[config.mk]
export PLATFORM = sky130hd
export DESIGN_NAME = auto_solver
export DESIGN_NICKNAME = d
export VERILOG_FILES = /design/src/rtl/auto_solver.sv
export SDC_FILE = /design/constraint.sdc
export NUM_CORES = 1
export LEC_CHECK = 0
export ABC_AREA = 1
export CAP_MARGIN = 20
export CORE_ASPECT_RATIO = 0.9
export CORE_MARGIN = 2
export CORE_UTILIZATION = 45
export DETAILED_ROUTE_END_ITERATION = 7
export PLACE_DENSITY_LB_ADDON = 0.1
export SYNTH_ARGS = -nofsm -noshare
export SYNTH_HDL_FRONTEND = slang
export SYNTH_SLANG_ARGS = --single-unit
[constraint.sdc]
create_clock -name clk_d -period 3.8 [get_ports clk_d]
set_input_delay 0.76 -clock clk_d [delete_from_list [all_inputs] [get_ports clk_d]]
set_output_delay 0.76 -clock clk_d [all_outputs]
set_load 0.005 [all_outputs]
[src/rtl/auto_solver.sv]
// Demo/hint engine for the 2x2 sliding puzzle: checks the displayed board, picks the
// shorter blank-rotation direction to the goal and feeds one-hot moves back to the core.
module auto_solver #(
    parameter int GAP_CYCLES = 4,
    parameter int TIMEOUT    = 15
) (
    input  logic        clk_d,
    input  logic        rst,
    input  logic [1:0]  game_status,
    input  logic        start,
    input  logic [11:0] out_game,
    output logic [3:0]  act,
    output logic        busy,
    output logic        done,
    output logic        fail,
    output logic        unsolvable,
    output logic        err_timeout,
    output logic [3:0]  moves
);
    localparam logic [11:0] GOAL  = 12'b000_001_010_100;
    localparam logic [2:0]  BLANK = 3'b100;
    localparam int TW = $clog2(TIMEOUT + 1);
    localparam int GW = $clog2(GAP_CYCLES + 1);

    typedef enum logic [2:0] {S_IDLE, S_CHECK, S_PROBE, S_ISSUE, S_WAIT, S_GAP} state_t;

    // Ring index: 0=LU, 1=RU, 2=RD, 3=LD (clockwise order)
    function automatic logic [2:0] get_tile(input logic [11:0] b, input logic [1:0] r);
        case (r)
            2'd0:    return b[11:9];
            2'd1:    return b[8:6];
            2'd2:    return b[2:0];
            default: return b[5:3];
        endcase
    endfunction

    function automatic logic [11:0] set_tile(input logic [11:0] b, input logic [1:0] r,
                                             input logic [2:0] t);
        logic [11:0] o;
        o = b;
        case (r)
            2'd0:    o[11:9] = t;
            2'd1:    o[8:6]  = t;
            2'd2:    o[2:0]  = t;
            default: o[5:3]  = t;
        endcase
        return o;
    endfunction

    function automatic logic [1:0] blank_pos(input logic [11:0] b);
        logic [1:0] p;
        p = 2'd0;
        for (int r = 0; r < 4; r++)
            if (get_tile(b, 2'(r)) == BLANK) p = 2'(r);
        return p;
    endfunction

    function automatic logic [11:0] cw_step(input logic [11:0] b);
        logic [1:0] p;
        logic [1:0] q;
        p = blank_pos(b);
        q = p + 2'd1;
        return set_tile(set_tile(b, p, get_tile(b, q)), q, BLANK);
    endfunction

    function automatic logic board_legal(input logic [11:0] b);
        logic [2:0] c0, c1, c2, cb;
        {c0, c1, c2, cb} = '0;
        for (int r = 0; r < 4; r++)
            case (get_tile(b, 2'(r)))
                3'd0:    c0 = c0 + 3'd1;
                3'd1:    c1 = c1 + 3'd1;
                3'd2:    c2 = c2 + 3'd1;
                BLANK:   cb = cb + 3'd1;
                default: ;
            endcase
        return (c0 == 3'd1) && (c1 == 3'd1) && (c2 == 3'd1) && (cb == 3'd1);
    endfunction

    // Only rotations of (0,1,2) in clockwise order are reachable by blank moves
    function automatic logic order_ok(input logic [11:0] b);
        logic [8:0] seq;
        seq = '0;
        for (int r = 0; r < 4; r++)
            if (get_tile(b, 2'(r)) != BLANK) seq = {seq[5:0], get_tile(b, 2'(r))};
        return (seq == 9'b000_001_010) || (seq == 9'b001_010_000) || (seq == 9'b010_000_001);
    endfunction

    function automatic logic [3:0] act_code(input logic cw, input logic [1:0] p);
        if (cw)
            case (p)
                2'd0:    return 4'b0010;
                2'd1:    return 4'b0100;
                2'd2:    return 4'b1000;
                default: return 4'b0001;
            endcase
        else
            case (p)
                2'd0:    return 4'b0100;
                2'd1:    return 4'b1000;
                2'd2:    return 4'b0001;
                default: return 4'b0010;
            endcase
    endfunction

    state_t         state_q, state_d;
    logic [11:0]    shadow_q, shadow_d, snap_q, snap_d, nxt;
    logic [3:0]     dist_q, dist_d, rem_q, rem_d, moves_q, moves_d;
    logic           dir_cw_q, dir_cw_d;
    logic [TW-1:0]  tmr_q, tmr_d;
    logic [GW-1:0]  gap_q, gap_d;
    logic           done_q, done_d, fail_q, fail_d, unsol_q, unsol_d, tmo_q, tmo_d;
    logic [3:0]     act_d;
    logic           gaming;

    assign gaming = (game_status == 2'b01);

    always_comb begin
        state_d  = state_q;
        shadow_d = shadow_q;
        snap_d   = snap_q;
        dist_d   = dist_q;
        rem_d    = rem_q;
        moves_d  = moves_q;
        dir_cw_d = dir_cw_q;
        tmr_d    = tmr_q;
        gap_d    = gap_q;
        done_d   = done_q;
        fail_d   = fail_q;
        unsol_d  = unsol_q;
        tmo_d    = tmo_q;
        act_d    = 4'b0000;
        nxt      = cw_step(shadow_q);
        if (state_q != S_IDLE && !gaming) begin
            state_d = S_IDLE;
        end else begin
            case (state_q)
                S_IDLE: if (start && gaming) begin
                    state_d  = S_CHECK;
                    shadow_d = out_game;
                    {done_d, fail_d, unsol_d, tmo_d} = '0;
                    moves_d  = '0;
                end
                S_CHECK: begin
                    dist_d = '0;
                    if (!board_legal(shadow_q) || !order_ok(shadow_q)) begin
                        fail_d  = 1'b1;
                        unsol_d = 1'b1;
                        state_d = S_IDLE;
                    end else if (shadow_q == GOAL) begin
                        done_d  = 1'b1;
                        state_d = S_IDLE;
                    end else begin
                        state_d = S_PROBE;
                    end
                end
                S_PROBE: begin
                    shadow_d = nxt;
                    dist_d   = dist_q + 4'd1;
                    if (nxt == GOAL) begin
                        dir_cw_d = (dist_d <= 4'd6);
                        rem_d    = (dist_d <= 4'd6) ? dist_d : 4'd12 - dist_d;
                        state_d  = S_ISSUE;
                    end else if (dist_q >= 4'd11) begin
                        fail_d  = 1'b1;
                        unsol_d = 1'b1;
                        state_d = S_IDLE;
                    end
                end
                S_ISSUE: begin
                    act_d   = act_code(dir_cw_q, blank_pos(out_game));
                    snap_d  = out_game;
                    tmr_d   = '0;
                    state_d = S_WAIT;
                end
                S_WAIT: begin
                    if (out_game != snap_q) begin
                        moves_d = (moves_q == 4'hF) ? moves_q : moves_q + 4'd1;
                        rem_d   = rem_q - 4'd1;
                        gap_d   = '0;
                        if (rem_q == 4'd1) begin
                            done_d  = (out_game == GOAL);
                            fail_d  = (out_game != GOAL);
                            state_d = S_IDLE;
                        end else begin
                            state_d = S_GAP;
                        end
                    end else if (tmr_q == TW'(TIMEOUT)) begin
                        fail_d  = 1'b1;
                        tmo_d   = 1'b1;
                        state_d = S_IDLE;
                    end else begin
                        tmr_d = tmr_q + 1'b1;
                    end
                end
                S_GAP: begin
                    if (gap_q == GW'(GAP_CYCLES - 1)) state_d = S_ISSUE;
                    else gap_d = gap_q + 1'b1;
                end
                default: state_d = S_IDLE;
            endcase
        end
    end

    always_ff @(posedge clk_d or posedge rst) begin
        if (rst) begin
            state_q  <= S_IDLE;
            shadow_q <= '0;
            snap_q   <= '0;
            dist_q   <= '0;
            rem_q    <= '0;
            moves_q  <= '0;
            dir_cw_q <= 1'b0;
            tmr_q    <= '0;
            gap_q    <= '0;
            done_q   <= 1'b0;
            fail_q   <= 1'b0;
            unsol_q  <= 1'b0;
            tmo_q    <= 1'b0;
        end else begin
            state_q  <= state_d;
            shadow_q <= shadow_d;
            snap_q   <= snap_d;
            dist_q   <= dist_d;
            rem_q    <= rem_d;
            moves_q  <= moves_d;
            dir_cw_q <= dir_cw_d;
            tmr_q    <= tmr_d;
            gap_q    <= gap_d;
            done_q   <= done_d;
            fail_q   <= fail_d;
            unsol_q  <= unsol_d;
            tmo_q    <= tmo_d;
        end
    end

    assign act         = act_d;
    assign busy        = (state_q != S_IDLE);
    assign done        = done_q;
    assign fail        = fail_q;
    assign unsolvable  = unsol_q;
    assign err_timeout = tmo_q;
    assign moves       = moves_q;
endmodule

# == Word-level counts from Yosys, hierarchy flattened ==
# Index checks and enable logic that the tools add are counted.
# word_totals
regBits,51
out_inout_bits,13
wordCells,283
# classes
addsub,19
order_cmp,2
n_eq_ne,70
n_mux,134
bitwise_logic,1
n_reduce_logical,44
# op_table
op,count
2-to-1 mux 3 bit,77
2-to-1 mux 9 bit,5
2-to-1 mux 4 bit,11
"adder 3 x 1 -> 3 bit, second input constant",13
"equality test 12 x 7 -> 1 bit, second input constant",3
"equality test 3 bit, second input constant",12
one-hot mux 4 bit (2 select lines),4
"inequality test 2 bit, second input constant",14
"equality test 3 x 1 -> 1 bit, second input constant",9
"inequality test 3 bit, second input constant",8
one-hot mux 12 bit (2 select lines),1
one-hot mux 4 bit (3 select lines),2
"equality test 3 x 2 -> 1 bit, second input constant",7
2-to-1 mux 1 bit,18
one-hot mux 3 bit (6 select lines),1
2-to-1 mux 2 bit,8
AND reduction 4 bit,4
zero test 3 bit,5
"adder 4 x 1 -> 4 bit, second input constant",3
2-to-1 mux 12 bit,1
inequality test 12 bit,1
"inequality test 12 x 7 -> 1 bit, second input constant",1
nonzero test 2 bit,6
AND reduction 5 bit,2
31 further kinds,54

# == Longest topological paths before layout ==
# Gate-level depths: netlist of run 1.
# logic_depth
word_depth,29
depth_mapped,25

# == Worst setup path before layout of run 1 ==
# No wires, ideal clock.
# synth_timing
path_kind,reg-to-reg
from,register shadow_q[10]
to,register unsol_q (netlist: unsolvable)
setup_ns,0.117
arrival_time_ns,2.633
path_slack_ns,1.050
stages_incl_launch_ff,21
n_path_buf,1
synth_period_minus_slack_ns,2.750
cell_sequence,dfrtp_1 -> clkbuf_1 -> inv_1 -> nor3_1 -> inv_1 -> ha_1 -> inv_1 -> nand2_1 -> nand2_1 -> ha_1 -> or2_2 -> nor2_1 -> inv_1 -> nand2_1 -> inv_1 -> nor2_1 -> nand2_1 -> nor2_1 -> nand4_1 -> nand4_1 -> nand2_1
# synth_via
elab_chain_len,26
word_cells_on_any_way,101
# synth_rtl
item,line_no,rtl
from (decl),107,"logic [11:0] shadow_q, shadow_d, snap_q, snap_d, nxt;"
from (signal assigned),222,shadow_q <= shadow_d;
2-to-1 mux 3 bit,137,case (state_q)
2-to-1 mux 3 bit,134,if (state_q != S_IDLE && !gaming) begin
equality test 3 x 1 -> 1 bit / zero test 3 bit (equally long branches),70,"case (get_tile(b, 2'(r)))"
2-to-1 mux 1 bit,70,
2-to-1 mux 3 bit,137,
2-to-1 mux 3 bit,134,
adder 3 x 1 -> 3 bit (on tied branches),"72, 71",
2-to-1 mux 3 bit,70,
(+8 left out),n/a,
2-to-1 mux 3 bit,137,
2-to-1 mux 3 bit,134,
equality test 3 x 1 -> 1 bit,77,return (c0 == 3'd1) && (c1 == 3'd1) && (c2 == 3'd1) && (cb == 3'd1);
logical AND 1 bit (3 in series),77,
zero test 1 bit,146,if (!board_legal(shadow_q) || !order_ok(shadow_q)) begin
logical OR 1 bit,146,
inequality test 2 bit (no source line),n/a,
AND reduction 6 bit (no source line) *,n/a,
to (signal assigned),232,unsol_q <= unsol_d;
to (decl),112,"logic done_q, done_d, fail_q, fail_d, unsol_q, unsol_d, tmo_q, tmo_d;"
# Mark *: on every way between the ends. The rest lies on a longest branch, timed or not. The select of a mux whose other input is x is not followed.
# A chain may end at the register's enable or synchronous reset.

# == Worst setup path after layout of run 1 ==
# layout_timing
from,input port game_status[0]
to,output port act[2]
# layout_via
elab_chain_len,4
# layout_rtl
item,line_no,rtl
from (decl),9,"input logic [1:0] game_status,"
equality test 2 x 1 -> 1 bit,116,assign gaming = (game_status == 2'b01);
zero test 1 bit,134,
logical AND 1 bit,134,
2-to-1 mux 4 bit,134,
to (decl),12,"output logic [3:0] act,"
# Every way passes these cells.

==> results of run 1 <==
-- worst max path at each step --
stage | from | endpoint | cells after the start
2_1_floorplan | shadow_q[10] | unsolvable | 20
3_3_place_gp | game_status[0] | act[2] | 9
3_5_place_dp | game_status[0] | act[2] | 9
4_1_cts | game_status[0] | act[2] | 9
5_1_grt | shadow_q[10] | fail | 21
6_report | game_status[0] | act[2] | 9
-- where the power goes --
group          total [mW]  switching [mW]  internal (mW)
Combinational        2.51            1.64          0.866
Clock               0.414           0.197          0.217
Sequential          0.961           0.212          0.749
-- cell families after synthesis --
logic type               after synthesis  share of synthesized area (%)
AND/OR/NAND/NOR                      347                          35.34
buffers and inverters                122                          11.08
AO/OA/AOI/OAI                        108                          14.48
flip-flops                            51                          28.84
adder cells (fa/ha/maj)               23                          6.503
XOR/XNOR                              19                          3.760
-- sequential cells by signal, indices dropped and copies added, names as in the netlist --
name	flops
gap_q	3
dist_q	4
tmr_q	4
moves	4
shadow_q	12
err_timeout	1
unsolvable	1
dir_cw_q	1
fail	1
snap_q	12
state_q	3
rem_q	4
done	1
-- final cells by class --
class | instances | area (um2)
Clock inverter | 2 | 38.79
Multi-Input combinational cell | 497 | 2659
Fill cell | 1033 | 4644
Tap cell | 126 | 157.7
Timing Repair Buffer | 36 | 342.8
Sequential cell | 51 | 1276
Clock buffer | 6 | 82.58
Inverter | 110 | 412.9
-- layer usage --
| metal | vias to the layer above | routed length (um) | part of all wire (%) |
|---|---|---|---|
| li1 | 2213 | - | - |
| met1 | 1946 | 5709 | 51 |
| met2 | 77 | 5050 | 45 |
| met3 | 10 | 332 | 3.0 |
| met4 | 0 | 121 | 1.1 |
| met5 | - | 0 | 0 |
-- tightest hold or removal path, cell delays in order, from the launching register on --
cell                      delay (ns)
sky130_fd_sc_hd__dfrtp_1        0.36
sky130_fd_sc_hd__nand2_1        0.05
sky130_fd_sc_hd__nand2_1        0.05
-- synth_stat cells (2+ instances only) --
cell / number / area (um2)
sky130_fd_sc_hd__o21ai_1: 7 / 35.03
sky130_fd_sc_hd__nand3_1: 54 / 270.3
sky130_fd_sc_hd__nor3b_1: 2 / 15.01
sky130_fd_sc_hd__o21a_1: 2 / 15.01
sky130_fd_sc_hd__ha_1: 23 / 287.8
sky130_fd_sc_hd__inv_2: 9 / 33.78
sky130_fd_sc_hd__a22oi_1: 2 / 15.01
sky130_fd_sc_hd__xnor2_1: 8 / 70.07
sky130_fd_sc_hd__a21oi_1: 19 / 95.09
sky130_fd_sc_hd__clkbuf_1: 5 / 18.77
sky130_fd_sc_hd__nand2_4: 2 / 22.52
sky130_fd_sc_hd__o21ai_0: 53 / 265.3
sky130_fd_sc_hd__nor2_4: 3 / 33.78
sky130_fd_sc_hd__nand2_2: 3 / 18.77
sky130_fd_sc_hd__or2_2: 3 / 18.77
sky130_fd_sc_hd__a31oi_2: 2 / 25.02
sky130_fd_sc_hd__buf_2: 4 / 20.02
sky130_fd_sc_hd__nor3_2: 2 / 20.02
sky130_fd_sc_hd__nor2_2: 4 / 25.02
sky130_fd_sc_hd__o31ai_1: 2 / 15.01
sky130_fd_sc_hd__o211a_1: 2 / 20.02
sky130_fd_sc_hd__nor3_1: 10 / 50.05
sky130_fd_sc_hd__o22ai_1: 6 / 37.54
sky130_fd_sc_hd__nand4_1: 13 / 81.33
sky130_fd_sc_hd__nand2_1: 170 / 638.1
sky130_fd_sc_hd__xor2_1: 11 / 96.34
sky130_fd_sc_hd__o211ai_1: 6 / 45.04
sky130_fd_sc_hd__nor2_1: 74 / 277.8
sky130_fd_sc_hd__dfrtp_1: 51 / 1276
sky130_fd_sc_hd__inv_1: 100 / 375.4
-- through the flow --
step	worst slack, ns	area, um2	std cells
after floorplan	1.050	4425	670
after global placement	0.5386	4848	820
after detailed placement	0.4943	4848	820
after CTS	0.4776	4970	828
after global routing	0.2018	4970	828
final	0.4936	4970	828
==> parameters.txt, run 1 <==
Parameter                              Value

Global route
  Antenna violations before repair    0
  Met2 routing resource usage after global routing    a little under two fifths
  Maximum number of pins on one net before global-route repair    28
  Total global routing track utilization    22.63%
  Via count of the first global-routing pass    4165
  GR met3 Demand/Resource    ~2.3%
  Total congestion overflow after global routing    0
  Global routing met1 resource utilization    about a third
  Global-route wire length before repair    19.46 mm
  Most utilized layer in the global route result    met2

Die
  Starting utilization of the core area    around 46%
  Count of pins on the block boundary    30
  Number of standard-cell rows in the floorplan    34
  Area of the die    ~11000 um2
  Die height    approximately 98 um
  Core area    9614 um2
  Overall die width    between 100 and 150 um

Clock network
  Clock slew seen by the registers of the worst setup and hold paths    ~0.11 ns
  CTS tree    done
  Post-CTS Setup Inserts    0
  Maximum count of clock buffers along a single path    2
  Sink Count    51
  CTS-repair resized insts    0
  Inserted Clock Buffers    5
  Clock latency on the worst-skew pair    approximately 0.32 ns
  CTS H-Tree Depth    2
  Cts hold-fix bufs    0
  Clock tree root buffer cell    sky130_fd_sc_hd__clkbuf_8

Finish
  Highest-count cells in the layout ignoring fill and taps    sky130_fd_sc_hd__nand2_1, sky130_fd_sc_hd__inv_1, sky130_fd_sc_hd__nor2_1
  Area delta synth->final    12.30%
  Antenna diode count    0
  Post-Route Utilization    51.69%
  Proportion of layout cells with a drive suffix above 1    7.550%
  Post-layout nets    741
  Most frequent standard cell in the layout excluding fill and tap cells    sky130_fd_sc_hd__nand2_1

Detailed routing
  Number of nets with antenna violations after detailed routing    0
  Total Routed Length    11.21 mm
  1st-pass router iterations    5
  Residual DRC    0
  Detailed router's first-iteration violation count    around 210
  Routed vias    between 4k and 5k
  Ratio of routed vias to standard cells    a little over 5
  Wire length per cell after detailed routing    ~14 um

Logic synthesis
  Average size of a mapped cell    6.605 um2
  Most instantiated flip-flop cell in the synthesis netlist    sky130_fd_sc_hd__dfrtp_1
  Flops & latches, synth    a little over 50
  Cell Area, Synth    4425 um2
  Number of instances in the synthesized netlist    670
  Number of enable flip-flop cells after synthesis    0
  Count of warnings emitted by yosys    0
  Mapped Nets    slightly above 700
  Number of distinct standard cells referenced by the synthesized netlist    48
  Fraction of synthesis flops using an asynchronous set or reset pin    100.0%
  Register area share after synthesis    28.84%

STA
  Worst slew slack as a fraction of its limit    between 40 and 50%
  Max Slew Vio Count    0
  Final setup viols    0
  Post-route setup TNS    0 ns
  Setup repair after global routing missed its margin    false
  Tcrit/Tclk final    between 80 and 90%
  Slew at the pin closest to its max-slew limit    around 0.76 ns
  Count of endpoints failing hold in the final timing report    0
  Tmin final    3.306 ns
  Top achievable clock speed    0.3024 GHz
  Hold_ws    around 0.49 ns
  Final clock skew    between 0.015 and 0.02 ns

Power
  Power consumption    3.882 mW
  Peak supply drop    around 330 uV
  Static Leakage    roughly 2.5 nW
  Power per cell area    781.0 nW/um2

Critical path
  Startpoint type of the worst setup path    primary input
  Required time of the critical path    about 3 ns
  Worst R2R Setup Slack    roughly 0.55 ns
  Crit Path Category    primary input to primary output
  Worst path max stage delay    0.51 ns
  Reg2Reg Launch Point    shadow_q[10]
  Slowest cell on the critical path    sky130_fd_sc_hd__clkdlybuf4s50_1
  Critical path capture point type    primary output
  Kind of cell adding the most delay to the critical path    buffers and inverters
  Crit path buf inv count    4
  Most used cell along the critical path    sky130_fd_sc_hd__nor2_1
  Worst endpoint data arrival time    roughly 2.6 ns
  Critical path, cell by cell    clkdlybuf4s50_1 > inv_1 > nor2_1 > nor2_1 > nor2_1 > buf_4 > o21ai_0 > a21oi_1 > clkdlybuf4s50_1
  Largest driver fanout on the critical path    5
  Reg2reg path depth    19
  Worst reg2reg endpoint    unsolvable

Placement
  GPL Wtd Cong    0.9032
  I/O Buffers    29
  Hpwl dp    8.869 mm

Min path
  Classification of the worst-slack hold path    flop to flop
  Cell depth of the worst min-delay path    2
  Endpoint of the worst hold path    err_timeout
  Startpoint of the most critical hold path    err_timeout

Job
  Number of max-cap violations    0

Outcome
  Run status    complete, no violations
(Power assumes the default switching activity.)
==> inputs of run 2 (changes only) <==
CAP_MARGIN = not set   (was 20)
==> results of run 2 <==
Final layout, timing and power as in run 1 (identical DEF).
